**config.mk**
```make
export PLATFORM = sky130hd
export DESIGN_NAME = serial_adder_n
export DESIGN_NICKNAME = d
export VERILOG_FILES = /design/src/rtl/serial_add_pkg.sv /design/src/rtl/fa_digit.sv /design/src/rtl/serial_adder_n.sv
export SDC_FILE = /design/constraint.sdc
export NUM_CORES = 1
export LEC_CHECK = 0
export ABC_AREA = 1
export BUFFER_PORTS_ARGS = -buffer_cell sky130_fd_sc_hd__buf_2
export CELL_PAD_IN_SITES_DETAIL_PLACEMENT = 1
export CELL_PAD_IN_SITES_GLOBAL_PLACEMENT = 2
export CORE_MARGIN = 1.5
export CORE_UTILIZATION = 37
export CTS_BUF_LIST = sky130_fd_sc_hd__clkbuf_4 sky130_fd_sc_hd__clkbuf_8
export DETAILED_ROUTE_END_ITERATION = 8
export GPL_TIMING_DRIVEN = 0
export PLACE_DENSITY = 0.9
export SLEW_MARGIN = 10
export SYNTH_ARGS = -nofsm -noshare
export SYNTH_HDL_FRONTEND = slang
export SYNTH_HIERARCHICAL = 1
export SYNTH_SLANG_ARGS = --single-unit
```
**constraint.sdc**
```tcl
create_clock -name clk -period 2.66 [get_ports clk]
set_input_delay 0.532 -clock clk [delete_from_list [all_inputs] [get_ports clk]]
set_output_delay 0.532 -clock clk [all_outputs]
set_load 0.02 [all_outputs]
```
**src/rtl/serial_add_pkg.sv**
```systemverilog
// serial_adder_n shared types and sizing helpers.
// State encoding plus digit-count and counter-width functions.
package serial_add_pkg;

  typedef enum logic [1:0] {
    S_IDLE = 2'd0,
    S_RUN  = 2'd1,
    S_DONE = 2'd2
  } state_t;

  function automatic int ndig_f(
    input int w,
    input int d
  );
    return w / d;
  endfunction

  function automatic int cnt_w_f(input int n);
    return (n < 2) ? 1 : $clog2(n);
  endfunction

endpackage

```
**src/rtl/fa_digit.sv**
```systemverilog
// DIGIT_W-bit ripple slice built from 1-bit full-adder cells.
// c_msb_in exposes the carry into the slice MSB for overflow.
module fa_digit
  import serial_add_pkg::*;
#(
  parameter int DIGIT_W = 1
) (
  input  logic [DIGIT_W-1:0] a,
  input  logic [DIGIT_W-1:0] b,
  input  logic               cin,
  output logic [DIGIT_W-1:0] s,
  output logic               cout,
  output logic               c_msb_in
);

  logic [DIGIT_W:0] c;

  assign c[0] = cin;

  for (genvar i = 0; i < DIGIT_W; i++) begin : g_fa
    assign s[i]   = a[i] ^ b[i] ^ c[i];
    assign c[i+1] = (a[i] & b[i])
                  | (c[i] & (a[i] ^ b[i]));
  end

  assign cout     = c[DIGIT_W];
  assign c_msb_in = c[DIGIT_W-1];

endmodule

```
**src/rtl/serial_adder_n.sv**
```systemverilog
// Multi-cycle adder: one DIGIT_W slice per clock, LSB digit first.
// Define SERIAL_ADD_SUB_EN to add the sub port (A - B).
module serial_adder_n
  import serial_add_pkg::*;
#(
  parameter int WIDTH   = 8,
  parameter int DIGIT_W = 1
) (
  input  logic             clk,
  input  logic             rst_n,
  input  logic             start,
  input  logic [WIDTH-1:0] a,
  input  logic [WIDTH-1:0] b,
  input  logic             cin,
`ifdef SERIAL_ADD_SUB_EN
  input  logic             sub,
`endif
  output logic [WIDTH-1:0] s,
  output logic             cout,
  output logic             ovf,
  output logic             busy,
  output logic             done
);

  localparam int NDIG = ndig_f(WIDTH, DIGIT_W);
  localparam int CW   = cnt_w_f(NDIG);

  state_t state_q, state_d;

  logic [CW-1:0]    cnt_q;
  logic [WIDTH-1:0] a_sh, b_sh, r_sh;
  logic             carry_q;

  logic [WIDTH-1:0] b_cap;
  logic             c_cap;
  logic             accept;
  logic             last;

  logic [DIGIT_W-1:0]       dsum;
  logic                     dcout;
  logic                     dcmsb;
  logic [WIDTH+DIGIT_W-1:0] r_cat;
  logic [WIDTH-1:0]         r_nx;

  fa_digit #(
    .DIGIT_W(DIGIT_W)
  ) u_fa (
    .a       (a_sh[DIGIT_W-1:0]),
    .b       (b_sh[DIGIT_W-1:0]),
    .cin     (carry_q),
    .s       (dsum),
    .cout    (dcout),
    .c_msb_in(dcmsb)
  );

`ifdef SERIAL_ADD_SUB_EN
  assign b_cap = sub ? ~b : b;
  assign c_cap = sub ? 1'b1 : cin;
`else
  assign b_cap = b;
  assign c_cap = cin;
`endif

  assign accept = start && (state_q != S_RUN);
  assign last   = (state_q == S_RUN)
               && (cnt_q == CW'(NDIG - 1));
  assign r_cat  = {dsum, r_sh};
  assign r_nx   = WIDTH'(r_cat >> DIGIT_W);

  // State register; reset aborts any operation in flight.
  always_ff @(posedge clk or negedge rst_n) begin
    if (!rst_n) state_q <= S_IDLE;
    else        state_q <= state_d;
  end

  // Next state: DONE may chain straight into another RUN.
  always_comb begin
    state_d = state_q;
    unique case (state_q)
      S_IDLE: if (start) state_d = S_RUN;
      S_RUN:  if (last)  state_d = S_DONE;
      S_DONE: state_d = start ? S_RUN : S_IDLE;
      default: state_d = S_IDLE;
    endcase
  end

  // Handshake outputs decode directly from the state flop.
  always_comb begin
    busy = 1'b0;
    done = 1'b0;
    unique case (1'b1)
      (state_q == S_RUN):  busy = 1'b1;
      (state_q == S_DONE): done = 1'b1;
      default: ;
    endcase
  end

  // Operand capture on accept, then one digit per RUN cycle.
  always_ff @(posedge clk or negedge rst_n) begin
    if (!rst_n) begin
      a_sh    <= '0;
      b_sh    <= '0;
      r_sh    <= '0;
      carry_q <= 1'b0;
      cnt_q   <= '0;
    end else if (accept) begin
      a_sh    <= a;
      b_sh    <= b_cap;
      carry_q <= c_cap;
      cnt_q   <= '0;
    end else if (state_q == S_RUN) begin
      a_sh    <= a_sh >> DIGIT_W;
      b_sh    <= b_sh >> DIGIT_W;
      r_sh    <= r_nx;
      carry_q <= dcout;
      cnt_q   <= cnt_q + CW'(1);
    end
  end

  // Result registers only move on the final digit.
  always_ff @(posedge clk or negedge rst_n) begin
    if (!rst_n) begin
      s    <= '0;
      cout <= 1'b0;
      ovf  <= 1'b0;
    end else if (last) begin
      s    <= r_nx;
      cout <= dcout;
      ovf  <= dcout ^ dcmsb;
    end
  end

endmodule

```
# [Word level (Yosys, flattened, before mapping)]
# Index checks and enable logic that the tools add are counted.
[op_classes] addsub=1 eq_ne=6 n_mux=14 n_bitwise=7 n_reduce_logical=6
[op_table] cell="two-way mux 8 bit" n=4
[op_table] cell="two-way mux 3 bit" n=2
[op_table] cell="case mux 2 bit (3 select lines)" n=1
[op_table] cell="two-way mux 1 bit" n=5
[op_table] cell="two-way mux 2 bit" n=2
[op_table] cell="inequality test 2 bit, second input constant" n=2
[op_table] cell="AND reduction 2 bit" n=2
[op_table] cell="adder 3 x 1 -> 3 bit, second input constant" n=1
[op_table] cell="equality test 3 bit, second input constant" n=1
[op_table] cell="bitwise XOR 1 bit" n=3
[op_table] cell="AND 1 bit" n=2
[op_table] cell="equality test 2 x 1 -> 1 bit, second input constant" n=1
[op_table] cell="equality test 2 bit, second input constant" n=1
[op_table] cell="logical AND 1 bit" n=2
[op_table] cell="zero test 2 bit" n=1
[op_table] cell="inequality test 2 x 1 -> 1 bit, second input constant" n=1
[op_table] cell="nonzero test 2 bit" n=1
[op_table] cell="NOT 1 bit" n=1
[op_table] cell="OR 1 bit" n=1
[totals] regBits=40 wordCells=43

# [Logic depth before layout (Yosys ltp)]
# Gate-level depths: netlist of run 1.
[logic_depth] word_depth=5 mapped_depth=7 ltp_nobuf=6

# [Modules after synthesis]
# Netlist of run 1, hierarchy kept.
[by_module_without_submodules] mod="serial_adder_n" n_inst=1 cells_per_inst=190 area_per_inst_um2=1729.2
[by_module_without_submodules] mod="fa_digit" n_inst=1 cells_per_inst=2 area_per_inst_um2=27.5

# [Worst setup path before layout of run 1]
# Ideal clock, no wire load.
[synth_path] path_kind="reg2out" start="register state_q[0]" end="output port busy" arrival_ns=0.765 required_time_ns=2.128 slack_ns=1.363 path_stages_with_launch=4 n_path_buf=1 cell_sequence="dfrtp_1 -> inv_2 -> nor2_4 -> buf_6"
[synth_via] elab_chain_len=2
[synth_lines] item="start: declaration" line="serial_adder_n.sv:28" rtl="state_t state_q, state_d;"
[synth_lines] item="start signal: assignment" line="serial_adder_n.sv:73" rtl="else state_q <= state_d;"
[synth_lines] item="equality test 2 x 1 -> 1 bit" line="serial_adder_n.sv:92" rtl="(state_q == S_RUN): busy = 1'b1;"
[synth_lines] item="two-way mux 1 bit" line="serial_adder_n.sv:91" rtl="unique case (1'b1)"
[synth_lines] item="end: declaration" line="serial_adder_n.sv:21" rtl="output logic busy,"
# No other way between the ends.

# [Final worst setup path of run 1]
# Ends and elaborated chain as after synthesis.

==> flow_summary.yaml, run 1 <==
setup_path:
  regToRegSetupSlack_ns: 1.30
  worst-setup-path-type: "reg -> out"
  end_kind: "output pin"
  reg2reg_depth: 7
  worst-path-max-fanout: 10
  slowest_delay_ns: 0.41
  timing.rr.start: "cnt_q[0]"
  cp-start-kind: "register"
  regToRegEndpoint: "s[1]"
  cpMaxStageDelayCell: "sky130_fd_sc_hd__dfrtp_1"
  timing.critical_path.arrival_ns: 1.34
  worst_ep_required_time_ns: 2.13
  critical_path.cell_chain: "inv_2 > nor2_4 > buf_6 > buf_2"
placement:
  post_dp_cell_area_sq_um: 1970
  placement.io_buffers: 30
  place.gp.congestion: 0.680
  dp_cells: 274
  dpl.hpwl_um: 2690
final_layout:
  n_antenna_cell: 0
  fill_cells: 566
  multiInputGateArea_sq_um: 614
  final_cell_area_sq_um: 2080
  area_delta_synth_final_pct: 18.2
  nNetsFinal: 252
  final_core_utilization: 0.464
  final-seq-area_sq_um: 976
  stdcell_count: 282
  drive_gt1_frac: 0.243
global_routing:
  globalRouteTotalUtil: 0.179
  grt_antenna_before_repair: 0
  grt_max_degree: 40
  grt_first_pass_wirelength_um: 7070
  number_of_global_route_vias_before_repair: 1406
  grt_overflow_total: 0
synth:
  syn_area_sq_um: 1760
  synthTopCellsByCount: "63 x sky130_fd_sc_hd__nand2_1, 52 x sky130_fd_sc_hd__nand3_1, 39 x sky130_fd_sc_hd__dfrtp_1"
  synth.top_cells.by_area: "sky130_fd_sc_hd__dfrtp_1 56%, sky130_fd_sc_hd__nand3_1 15%, sky130_fd_sc_hd__nand2_1 13%, sky130_fd_sc_hd__buf_6 6.4%, sky130_fd_sc_hd__inv_1 1.5%"
  synth.net_count: 215
  avgSynthCellArea_sq_um: 9.15
  synth_edf_count: 0
  synth_top_flop_cell: "sky130_fd_sc_hd__dfrtp_1"
  yosysWarningCount: 6
  synth_seq_cells: 39
  synthMostInstantiatedCell: "sky130_fd_sc_hd__nand2_1"
  synth_seq_area_share: 0.556
  synthDominantCellAreaShare: 0.556
  yosys.cell_types.count: 16
  postSynthCellCount: 192
  synth_async_reset_ratio: 1.00
  yosys.area.top_type: "sky130_fd_sc_hd__dfrtp_1"
sta:
  min_period_ns: 1.88
  setup_viol: 0
  report.final.hold_viol_count: 0
  relSlewSlack: 0.419
  hold-worst-slack_ns: 0.350
  grt_setup_unrepaired: "no"
  transition_time_of_the_tightest_slew_check_pin_ns: 0.872
  final_max_slew_viol_count: 0
  finalCritPeriodShare: 0.705
  setup_total_negative_slack_ns: 0
  achievable-frequency_mhz: 533
  timing.clock.skew_ns: 0.00427
pwr:
  internal_mw: 1.46
  power-per-cell-area_nw_per_um2: 1140
  power.net_switching_mw: 0.915
  ir_worst_vdd_v: 0.000435
  power.share.combinational: 0.398
  leakage_power_figure_nw: 1.10
  seq_power_share: 0.410
  p_sw_frac: 0.386
  power.share.clock: 0.192
floorplanning:
  die_width_um: 71.9
  placeableCoreArea_sq_um: 4470
  number_of_standard_cell_rows_in_the_floorplan: 24
  ios: 32
  floorplan.die_area_sq_um: 5170
  die_h_um: 71.9
  floorplan.initialDensity: 0.393
clock_network:
  clkTransAtPathRegs_ns: 0.08
  cts_hold_repair.buffers: 0
  postCtsResizedCells: 0
  cts-buffers-inserted: 5
  cts.repair_timing.setup_buffer_count: 0
  clk_tree_root_cell: "sky130_fd_sc_hd__clkbuf_8"
  cts.htree.levels: 2
  cts_max_path_buffers: 2
  cts_tree: "done"
  clock-sinks: 39
  insertion_delay_to_the_later_sink_of_the_worst_skew_pair_ns: 0.29
routing:
  routed-via-count: 1386
  first_pass_iters: 4
  routed_wirelength_um: 4030
  drtIter0Drc: 84
  via_per_inst: 4.91
  antenna_left: 0
  route.detailed.wl_per_inst_um: 14.3
  route.detailed.drc: 0
min_path:
  worst_hold_path_type: "in -> async"
flow_run:
  maximum_capacitance_violations: 0
status:
  outcome: "complete, no violations"
-- flip-flops by register name (all words and copies together) (netlist names) --
name and flops:
s 8, b_sh 8, r_sh 7, cout 1, state_q 2, ovf 1, a_sh 8, cnt_q 3
carry_q 1
-- cell families (layout without fill, tap and decap cells) --
| family | count (synthesis) | count (layout) | synth area share |
|---|---|---|---|
| fa+ha+maj | 3 | 3 | 0.0256 |
| compound gates | 8 | 8 | 0.0235 |
| simple gates | 120 | 120 | 0.301 |
| buf+inv | 22 | 60 | 0.0947 |
| flops | 39 | 39 | 0.556 |
-- per-layer routing --
layer	global-route usage	routed length (um)	part of all wire	vias up
li1	-	-	-	696
met1	0.238	1950	0.48	663
met2	0.284	1910	0.47	22
met3	0.0556	118	0.029	5
met4	0.0545	50	0.012	0
met5	0	0	0	-
-- worst max-delay path, delay by kind of cell, from the launching register on --
| kind | cells | cell delay [ns] |
|---|---|---|
| flops | 1 | 0.41 |
| buf+inv | 3 | 0.42 |
| simple gates | 1 | 0.21 |
-- cell usage in the layout, fill, tap and decap left out, drive strengths merged --
cell type and instances:
clkbuf 8, nor2 3, buf 43, o21ai 7, ha 2, dfrtp 39
nand3 52, o22ai 1, nand2 65, fa 1, inv 9
-- power groups by stage --
stage	sequential [mW]	clock [mW]	combinational (mW)
global placement	0.973	0	0.936
CTS	0.973	0.469	0.964
finish	0.972	0.456	0.944
floorplan	1.03	0	0.620
detailed placement	0.981	0	0.951
global route	1.00	0.500	1.08
-- worst max-delay path by stage --
| stage | from | to | slack [ns] | cells past startpoint |
|---|---|---|---|---|
| 3_3_place_gp | state_q[0] | busy | 1.09 | 4 |
| 2_1_floorplan | state_q[0] | busy | 1.36 | 3 |
| 6_report | state_q[0] | busy | 0.78 | 4 |
| 5_1_grt | state_q[0] | busy | 0.70 | 4 |
| 3_5_place_dp | state_q[0] | busy | 1.12 | 4 |
| 4_1_cts | state_q[0] | busy | 0.76 | 4 |
-- through the flow --
step / worst slack, ns / total power, mW
detailed placement: 1.12 / 1.93
global route: 0.696 / 2.58
CTS: 0.755 / 2.41
global placement: 1.09 / 1.91
floorplan: 1.36 / 1.65
finish: 0.784 / 2.37
-- area by class of cell --
| type | instances | area share |
|---|---|---|
| Buffer | 13 | 0.0639 |
| Clock buffer | 8 | 0.0500 |
| Inverter | 9 | 0.0163 |
| Multi-Input combinational cell | 131 | 0.296 |
| Sequential cell | 39 | 0.470 |
| Tap cell | 52 | 0.0313 |
| Timing Repair Buffer | 30 | 0.0723 |
No activity file was read; power rests on OpenSTA's default activity.
==> run 2: changes to the inputs <==
Settings changed: CORE_UTILIZATION 37 to 35, PLACE_DENSITY 0.9 to 0.86.
Clock period 2.66 ns to 1.88 ns, I/O delays scaled along.
==> run 2 against run 1 <==
Count of clock-buffer cells in the layout is the same. Sequential share of layout area decreased by 0.42 points. Global-route usage shrank 1.8 points. Register-to-register slack lost 0.75 ns. Sequential power is 41% higher. Hold slack worse by 0.15 ns. Die area rose by 5.5%. Clock power is 41% higher. Critical path type unchanged. Largest power group unchanged.
==> flow_summary.yaml, run 2 (synthesized netlist as in run 1, its figures left out) <==
status:
  outcome: "complete, no violations"
placement:
  post_dp_cell_area_sq_um: 1990
  placement.io_buffers: 30
  place.gp.congestion: 0.754
  dpl.hpwl_um: 2670
pwr:
  seq_power_share: 0.410
  fin_total_pwr_mw: 3.34
  power.share.clock: 0.192
  p_sw_frac: 0.384
  leakage_power_figure_nw: 1.10
  power-per-cell-area_nw_per_um2: 1600
  internal_mw: 2.06
  ir_worst_vdd_v: 0.000579
  power.share.combinational: 0.398
  power.net_switching_mw: 1.28
global_routing:
  globalRouteTotalUtil: 0.161
  grt_antenna_before_repair: 0
  number_of_global_route_vias_before_repair: 1320
  grt_overflow_total: 0
  grt_first_pass_wirelength_um: 6470
  grt_max_degree: 40
clock_network:
  insertion_delay_to_the_later_sink_of_the_worst_skew_pair_ns: 0.29
  clkTransAtPathRegs_ns: 0.07
  cts-buffers-inserted: 5
  cts.repair_timing.setup_buffer_count: 0
  postCtsResizedCells: 0
  cts.htree.levels: 2
  cts_tree: "done"
  clk_tree_root_cell: "sky130_fd_sc_hd__clkbuf_8"
  cts_hold_repair.buffers: 0
  clock-sinks: 39
  cts_max_path_buffers: 2
setup_path:
  worst-setup-path-type: "reg -> out"
  regToRegSetupSlack_ns: 0.55
  end_kind: "output pin"
  path_delay_family: "buffers and inverters"
  critical_path.cell_chain: "inv_2 > nor2_4 > buf_6 > buf_2"
  cp_num_buf_inv: 3
  cpMaxStageDelayCell: "sky130_fd_sc_hd__dfrtp_1"
  worst-path-max-fanout: 10
  worstSetupStartpoint: "state_q[0]"
  slowest_delay_ns: 0.41
  cp-start-kind: "register"
  timing.rr.start: "cnt_q[0]"
  timing.critical_path.arrival_ns: 1.34
  worst_ep_required_time_ns: 1.50
sta:
  timing.clock.skew_ns: 0.00141
  final_max_slew_viol_count: 0
  relSlewSlack: 0.417
  setup_viol: 0
  finalCritPeriodShare: 0.915
  setup_total_negative_slack_ns: 0
  min_period_ns: 1.72
  achievable-frequency_mhz: 581
  report.final.hold_viol_count: 0
  transition_time_of_the_tightest_slew_check_pin_ns: 0.875
  grt_setup_unrepaired: "no"
final_layout:
  n_antenna_cell: 0
  area_delta_synth_final_pct: 19.2
  top_regs: "a_sh x8, b_sh x8, s x8"
  nNetsFinal: 252
  final_cell_area_sq_um: 2090
  layout_common_cells: "63 x sky130_fd_sc_hd__nand2_1, 52 x sky130_fd_sc_hd__nand3_1, 39 x sky130_fd_sc_hd__dfrtp_1"
  drive_gt1_frac: 0.243
  layout.cells.most_common: "sky130_fd_sc_hd__nand2_1"
floorplanning:
  die_h_um: 73.8
  floorplan.die_area_sq_um: 5450
  die_width_um: 73.8
  floorplan.initialDensity: 0.367
  placeableCoreArea_sq_um: 4790
  number_of_standard_cell_rows_in_the_floorplan: 25
  ios: 32
routing:
  drtIter0Drc: 78
  via_per_inst: 4.66
  route.detailed.drc: 0
  first_pass_iters: 4
  routed_wirelength_um: 3880
  antenna_left: 0
  route.detailed.wl_per_inst_um: 13.1
  routed-via-count: 1385
min_path:
  worst_hold_path_type: "in -> async"
flow_run:
  maximum_capacitance_violations: 0
[run 2: cell counts in the layout (fill, tap and decap cells not counted)]
No cell type changed its count.
[run 2: cell type report]
cell class / instances / area [sq um]
Sequential cell: 39 / 976
Timing Repair Buffer: 30 / 150
Tap cell: 67 / 83.8
Inverter: 9 / 33.8
Multi-Input combinational cell: 131 / 614
Buffer: 13 / 133
Clock buffer: 8 / 104
Fill cell: 592 / 2690
[run 2: power groups by stage]
stage,Sequential [mW],Combinational [mW],Clock (mW)
finish,1.37,1.33,0.641
global route,1.42,1.51,0.689
CTS,1.37,1.36,0.655
detailed placement,1.39,1.36,0
global placement,1.37,1.32,0
floorplan,1.46,0.877,0
[run 2: path summary, 6_finish.rpt]
kind,end,cells after the start
min,s[4],1
max,busy,4
max in group asynchronous,a_sh[6],1
min in group clk,a_sh[7],3
max reg2reg,s[2],7
min reg2reg,ovf,2
[run 2: through the flow]
step | hold slack (ns) | utilization | cells | setup slack, ns
2_1_floorplan | 0.0804 | - | 192 | 0.657
3_3_place_gp | 0.450 | 0.416 | 289 | 0.479
3_5_place_dp | 0.454 | 0.416 | 289 | 0.466
4_1_cts | 0.245 | 0.438 | 297 | 0.143
5_1_grt | 0.275 | 0.438 | 297 | 0.0679
6_report | 0.201 | 0.438 | 297 | 0.160
[run 2: metal layers]
metal  GRT usage  vias to the layer above  wire length (um)
met5           0                        -                 0
met4      0.0556                        0                68
met3      0.0370                        7               111
met2       0.253                       23              1770
met1       0.219                      660              1930
li1            -                      695                 -
